==> config.mk <==
export PLATFORM = sky130hd
export DESIGN_NAME = dcache_pmem_axi
export DESIGN_NICKNAME = d
export VERILOG_FILES = /design/src/rtl/dcache_pmem_axi.sv
export SDC_FILE = /design/constraint.sdc
export NUM_CORES = 1
export LEC_CHECK = 0
export BUFFER_PORTS_ARGS = -buffer_cell sky130_fd_sc_hd__buf_2
export CAP_MARGIN = 25
export CORE_MARGIN = 1
export CORE_UTILIZATION = 30
export CTS_BUF_LIST = sky130_fd_sc_hd__clkbuf_4
export DETAILED_ROUTE_END_ITERATION = 7
export PLACE_DENSITY = 0.63
export SLEW_MARGIN = 15
export SYNTH_ARGS = -nofsm -noshare
export SYNTH_HDL_FRONTEND = slang
export SYNTH_SLANG_ARGS = --single-unit
==> constraint.sdc <==
create_clock -name clk_i -period 4.29 [get_ports clk_i]
set_input_delay 0.429 -clock clk_i [delete_from_list [all_inputs] [get_ports clk_i]]
set_output_delay 0.429 -clock clk_i [all_outputs]
set_load 0.02 [all_outputs]
==> src/rtl/dcache_pmem_axi.sv <==
// Data-cache pmem request/response port to AXI4 master bridge.
// One transaction in flight, 32-bit data, INCR bursts only.
module dcache_pmem_axi #(
  parameter logic [3:0] AXI_ID = 4'd0
) (
  input  logic        clk_i,
  input  logic        rst_i,
  input  logic [3:0]  inport_wr_i,
  input  logic        inport_rd_i,
  input  logic [7:0]  inport_len_i,
  input  logic [31:0] inport_addr_i,
  input  logic [31:0] inport_write_data_i,
  output logic        inport_accept_o,
  output logic        inport_ack_o,
  output logic        inport_error_o,
  output logic [31:0] inport_read_data_o,
  output logic        axi_awvalid_o,
  output logic [31:0] axi_awaddr_o,
  output logic [3:0]  axi_awid_o,
  output logic [7:0]  axi_awlen_o,
  output logic [1:0]  axi_awburst_o,
  input  logic        axi_awready_i,
  output logic        axi_wvalid_o,
  output logic [31:0] axi_wdata_o,
  output logic [3:0]  axi_wstrb_o,
  output logic        axi_wlast_o,
  input  logic        axi_wready_i,
  input  logic        axi_bvalid_i,
  input  logic [1:0]  axi_bresp_i,
  input  logic [3:0]  axi_bid_i,
  output logic        axi_bready_o,
  output logic        axi_arvalid_o,
  output logic [31:0] axi_araddr_o,
  output logic [3:0]  axi_arid_o,
  output logic [7:0]  axi_arlen_o,
  output logic [1:0]  axi_arburst_o,
  input  logic        axi_arready_i,
  input  logic        axi_rvalid_i,
  input  logic [31:0] axi_rdata_i,
  input  logic [1:0]  axi_rresp_i,
  input  logic [3:0]  axi_rid_i,
  input  logic        axi_rlast_i,
  output logic        axi_rready_o
);

  localparam int unsigned AddrW = 32;
  localparam int unsigned DataW = 32;
  localparam int unsigned LenW  = 8;
  localparam int unsigned CntW  = 9;

  typedef enum logic [1:0] {
    ST_IDLE,
    ST_RD,
    ST_WR_DATA,
    ST_WR_RESP
  } state_t;

  state_t             state_q, state_d;
  logic               arvalid_q, arvalid_d;
  logic               awvalid_q, awvalid_d;
  logic               wvalid_q, wvalid_d;
  logic               wlast_q, wlast_d;
  logic               ack_q, ack_d;
  logic               error_q, error_d;
  logic [AddrW-1:0]   addr_q, addr_d;
  logic [DataW-1:0]   wdata_q, wdata_d;
  logic [DataW-1:0]   rdata_q, rdata_d;
  logic [LenW-1:0]    len_q, len_d;
  logic [3:0]         wstrb_q, wstrb_d;
  logic [CntW-1:0]    count_q, count_d;
  logic               accept_c;
  logic               last_beat_c;
  logic               unused_c;

  // IDs, low address bits and the low response bit carry no information here
  assign unused_c = ^{axi_bid_i, axi_rid_i, axi_rresp_i[0], axi_bresp_i[0], inport_addr_i[1:0]};

  assign last_beat_c = (count_q == CntW'(len_q));

  // Next-state, handshake bookkeeping and response generation
  always_comb begin
    state_d   = state_q;
    arvalid_d = arvalid_q;
    awvalid_d = awvalid_q;
    wvalid_d  = wvalid_q;
    wlast_d   = wlast_q;
    addr_d    = addr_q;
    len_d     = len_q;
    wdata_d   = wdata_q;
    wstrb_d   = wstrb_q;
    count_d   = count_q;
    rdata_d   = rdata_q;
    ack_d     = 1'b0;
    error_d   = 1'b0;
    accept_c  = 1'b0;

    if (arvalid_q && axi_arready_i) arvalid_d = 1'b0;
    if (awvalid_q && axi_awready_i) awvalid_d = 1'b0;
    if (wvalid_q && axi_wready_i)   wvalid_d  = 1'b0;

    case (state_q)
      ST_IDLE: begin
        accept_c = 1'b1;
        if (inport_rd_i) begin
          addr_d    = {inport_addr_i[31:2], 2'b00};
          len_d     = inport_len_i;
          arvalid_d = 1'b1;
          state_d   = ST_RD;
        end else if (|inport_wr_i) begin
          addr_d    = {inport_addr_i[31:2], 2'b00};
          len_d     = inport_len_i;
          awvalid_d = 1'b1;
          wdata_d   = inport_write_data_i;
          wstrb_d   = inport_wr_i;
          wlast_d   = (inport_len_i == '0);
          wvalid_d  = 1'b1;
          count_d   = CntW'(1);
          state_d   = (inport_len_i == '0) ? ST_WR_RESP : ST_WR_DATA;
        end
      end
      ST_RD: begin
        if (axi_rvalid_i) begin
          ack_d   = 1'b1;
          rdata_d = axi_rdata_i;
          error_d = axi_rresp_i[1];
          if (axi_rlast_i) state_d = ST_IDLE;
        end
      end
      ST_WR_DATA: begin
        // W register is a single-entry skid: refill when empty or draining
        accept_c = !wvalid_q || axi_wready_i;
        if (accept_c && (|inport_wr_i)) begin
          wdata_d  = inport_write_data_i;
          wstrb_d  = inport_wr_i;
          wlast_d  = last_beat_c;
          wvalid_d = 1'b1;
          count_d  = count_q + CntW'(1);
          if (last_beat_c) state_d = ST_WR_RESP;
        end
      end
      ST_WR_RESP: begin
        if (!awvalid_q && !wvalid_q && axi_bvalid_i) begin
          ack_d   = 1'b1;
          error_d = axi_bresp_i[1];
          state_d = ST_IDLE;
        end
      end
      default: state_d = ST_IDLE;
    endcase
  end

  // State and payload registers
  always_ff @(posedge clk_i or posedge rst_i) begin
    if (rst_i) begin
      state_q   <= ST_IDLE;
      arvalid_q <= 1'b0;
      awvalid_q <= 1'b0;
      wvalid_q  <= 1'b0;
      wlast_q   <= 1'b0;
      addr_q    <= '0;
      len_q     <= '0;
      wdata_q   <= '0;
      wstrb_q   <= '0;
      count_q   <= '0;
      rdata_q   <= '0;
      ack_q     <= 1'b0;
      error_q   <= 1'b0;
    end else begin
      state_q   <= state_d;
      arvalid_q <= arvalid_d;
      awvalid_q <= awvalid_d;
      wvalid_q  <= wvalid_d;
      wlast_q   <= wlast_d;
      addr_q    <= addr_d;
      len_q     <= len_d;
      wdata_q   <= wdata_d;
      wstrb_q   <= wstrb_d;
      count_q   <= count_d;
      rdata_q   <= rdata_d;
      ack_q     <= ack_d;
      error_q   <= error_d;
    end
  end

  assign inport_accept_o    = accept_c;
  assign inport_ack_o       = ack_q;
  assign inport_error_o     = error_q;
  assign inport_read_data_o = rdata_q;

  assign axi_awvalid_o = awvalid_q;
  assign axi_awaddr_o  = addr_q;
  assign axi_awid_o    = AXI_ID;
  assign axi_awlen_o   = len_q;
  assign axi_awburst_o = 2'b01;
  assign axi_wvalid_o  = wvalid_q;
  assign axi_wdata_o   = wdata_q;
  assign axi_wstrb_o   = wstrb_q;
  assign axi_wlast_o   = wlast_q;
  assign axi_bready_o  = 1'b1;
  assign axi_arvalid_o = arvalid_q;
  assign axi_araddr_o  = addr_q;
  assign axi_arid_o    = AXI_ID;
  assign axi_arlen_o   = len_q;
  assign axi_arburst_o = 2'b01;
  assign axi_rready_o  = 1'b1;

endmodule
==> metrics <==
CP Capture Point=count_q[8]$_DFFE_PP0P_; max-cap violations=0; sequential share of power=35.7%; power consumption=just under 6 mW; Mapped Avg Cell Area=between 10 and 15 sq um; setup_tns=0 ns; Power Internal=between 3 and 4 mW; switching share of power=between 40 and 50%; DP HPWL=9.439 mm; gp weighted congestion=0.7337; RSZ-0062 raised after global routing=false; Setup Viol. Count Final=0; pwr/cell area=slightly above 800 mW/mm^2; internal reg-to-reg setup slack=between 2 and 2.5 ns; Synth Warn #=0; Vias=roughly 4200; worst r2r src=state_q[1]$_DFFE_PP0P_; Critical Path RT=4.70 ns; Tcrit/Tclk final=52.04%; Die Wd=between 100 and 150 microns; register area share after synthesis=56.18%; Yosys cell types=40; CP Max Fanout=24; clock share of power=14.2%; WL final=about 13 mm; first-pass GRT wire length=19.70 mm; initial antenna violation count=1; final layout net count=between 800 and 900; Die Y=approximately 140 microns; IO Pins=298; Initial DRC Count=202; FILL cells=between 1500 and 2000; Root Buffer=clkbuf_4; IO buf count=267; gr usage total=approximately 14%; Antenna diodes=0; area taken by flip-flops and latches=about 0.003 sq mm; Hold Violations, Final=0; first drt pass iteration count=5; Max Clock Skew=0.02925 ns; VDD IR max=between 0.3 and 0.4 mV; Max Slew Vio Count=0; Clock Tree Buf Depth=2; fin cells=around 950; Initial Util=between 30% and 40%; Multi-input gate area=between 0.0015 and 0.002 sq mm; Worst Hold Class=in2reg; CTS resizes=0; post-route minimum period=~2.2 ns; H-tree levels=4; clock latency on the worst-skew pair=between 0.5 and 0.6 ns; Gate Count Post-Synth=around 470; Slew Limit Headroom=between 30% and 40%; Leak=3.787 nW; Crit. End Element=flop; Final WS setup=slightly above 2 ns; grt total ovfl=0; antenna viol nets, final=0; Startpoint Class=flop; Crit path arrival time=between 2 and 3 ns; commonest cells after routing, fill and taps aside=267 x buf_2, 123 x dfrtp_1, 118 x nand2_1; hold path start=axi_awready_i; worst setup path start=state_q[1]$_DFFE_PP0P_; CORE AREA=0.01790 sq mm; CTS Hold Bufs=1; fmax=approximately 450 MHz; reg2reg path depth=4; pin slew with the least headroom to its limit=between 0.9 and 1 ns; largest net degree at the start of global routing=58; die area=0.01881 sq mm; commonest non-fill, non-tap cell in the layout=buf_2; Psw=roughly 2.6 mW; layout cells sized above 1=52.71%; DP Worst Slack=roughly 1.8 ns; number of global-route vias before repair=about 4000; Post-DP Area=0.006686 sq mm; Post-Syn Area=0.005479 sq mm; register bit count reported by yosys=between 100 and 150; site row count=49; Area Growth Syn to Fin=27.36%; TritonCTS buffer count=17; clock transition at the registers of the reported paths=roughly 0.12 ns; CTS tree=yes; Comb pwr share=approximately half; Post-CTS Setup Repair Bufs=0; Residual DRC=0; Finished Cell Area=~0.007 sq mm; drt wl/cell=13.81 microns; vias per cell=between 4 and 5; cell count after placement=915; Reg-to-Reg End=count_q[8]$_DFFE_PP0P_; CTS sink cnt=roughly 120; status=finished clean; kind of critical path=reg2reg
-- cell usage after synthesis --
| library cell | instances | area, sq um |
|---|---|---|
| nor3_1 | 3 | 15.01 |
| buf_12 | 2 | 40.04 |
| o21ai_0 | 3 | 15.01 |
| nor2b_1 | 1 | 6.260 |
| or4_1 | 5 | 37.54 |
| nand4_2 | 1 | 12.51 |
| and3_1 | 2 | 12.51 |
| mux2_2 | 50 | 563.0 |
| o211a_1 | 1 | 10.01 |
| nor3b_1 | 1 | 7.510 |
| nand3_1 | 8 | 40.04 |
| buf_6 | 1 | 11.26 |
| nand2_1 | 118 | 442.9 |
| dfrtp_1 | 123 | 3078 |
| and4_1 | 1 | 8.760 |
| nor2_1 | 5 | 18.77 |
| a211oi_1 | 1 | 7.510 |
| o211ai_1 | 1 | 7.510 |
| clkbuf_1 | 2 | 7.510 |
| o31ai_1 | 3 | 22.52 |
| or2_2 | 1 | 6.260 |
| a21oi_1 | 9 | 45.04 |
| mux2_4 | 20 | 300.3 |
| conb_1 | 2 | 7.510 |
| buf_2 | 13 | 65.06 |
| nand4_1 | 3 | 18.77 |
| or3_1 | 1 | 6.260 |
| a31oi_1 | 1 | 6.260 |
| o22a_1 | 1 | 8.760 |
| a21o_1 | 1 | 7.510 |
| o22ai_1 | 2 | 12.51 |
| nor4_1 | 4 | 25.02 |
| mux2i_1 | 3 | 30.03 |
| nand2b_1 | 3 | 18.77 |
| ha_1 | 1 | 12.51 |
| xor2_1 | 8 | 70.07 |
| buf_4 | 57 | 427.9 |
| nand3b_1 | 1 | 7.510 |
| o21ai_2 | 1 | 8.760 |
| inv_1 | 8 | 30.03 |
-- area by class of cell --
| class | count | area share, % |
|---|---|---|
| clock inverter | 14 | 2.098 |
| sequential | 123 | 44.11 |
| clock buffer | 18 | 1.937 |
| multi-input combinational | 282 | 27.06 |
| tap | 229 | 4.106 |
| inverter | 8 | 0.4662 |
| timing repair buffer | 274 | 20.23 |
-- per-layer routing --
layer | wire (microns) | track usage (%) | up-vias
met5 | 13 | 0 | -
met4 | 127 | 4.090 | 2
met3 | 1212 | 6.407 | 10
met2 | 6241 | 22.87 | 191
met1 | 5497 | 16.28 | 1982
li1 | - | - | 1965
-- stage by stage --
stage                     utilization (%)  hold slack, ns
final                               38.98         0.07771
after detailed placement            37.35          0.4556
after global routing                38.98        0.005230
after floorplan                         -          0.5035
after global placement              37.20          0.4539
after CTS                           38.98        0.005258
-- flip-flops by register name, summed over array words and instances (netlist names) --
| register | cells |
|---|---|
| axi_araddr_o | 30 |
| axi_arlen_o | 8 |
| axi_arvalid_o | 1 |
| axi_awvalid_o | 1 |
| axi_wdata_o | 32 |
| axi_wlast_o | 1 |
| axi_wstrb_o | 4 |
| axi_wvalid_o | 1 |
| count_q | 9 |
| inport_ack_o | 1 |
| inport_error_o | 1 |
| inport_read_data_o | 32 |
| state_q | 2 |
-- worst min-delay path by stage --
| stage | depth (start not counted) | end |
|---|---|---|
| 3_3_place_gp | 2 | axi_wdata_o[8]$_DFFE_PP0P_ |
| 6_report | 2 | axi_awvalid_o$_DFF_PP0_ |
| 3_5_place_dp | 2 | axi_araddr_o[24]$_DFFE_PP0P_ |
| 5_1_grt | 3 | axi_wdata_o[31]$_DFFE_PP0P_ |
| 2_1_floorplan | 2 | count_q[1]$_DFFE_PP0P_ |
| 4_1_cts | 2 | axi_awvalid_o$_DFF_PP0_ |
-- critical path, cell delays in order, from the launching register on --
cell and delay [ns]:
dfrtp_1 0.50, nand2b_1 0.19, nand4_2 0.57, or4_1 0.72
mux2i_1 0.14
-- power by group through the flow --
stage | sequential (mW) | combinational (mW) | clock [mW]
2_1_floorplan | 2.70 | 1.59 | 0
3_3_place_gp | 2.07 | 2.90 | 0
3_5_place_dp | 2.09 | 2.94 | 0
4_1_cts | 2.07 | 2.94 | 0.863
5_1_grt | 2.16 | 3.16 | 0.910
6_report | 2.06 | 2.90 | 0.820
-- kinds of logic after synthesis --
family / count (synthesis) / synth area share [%]
adders and majority gates: 1 / 0.2283
AOI/OAI and AO/OA: 24 / 2.763
other: 2 / 0.1371
xor gates and xnor gates: 8 / 1.279
DFF: 123 / 56.18
muxes: 73 / 16.31
and+or+nand+nor: 158 / 12.49
buffers and inverters: 83 / 10.62
(Power assumes the default switching activity.)
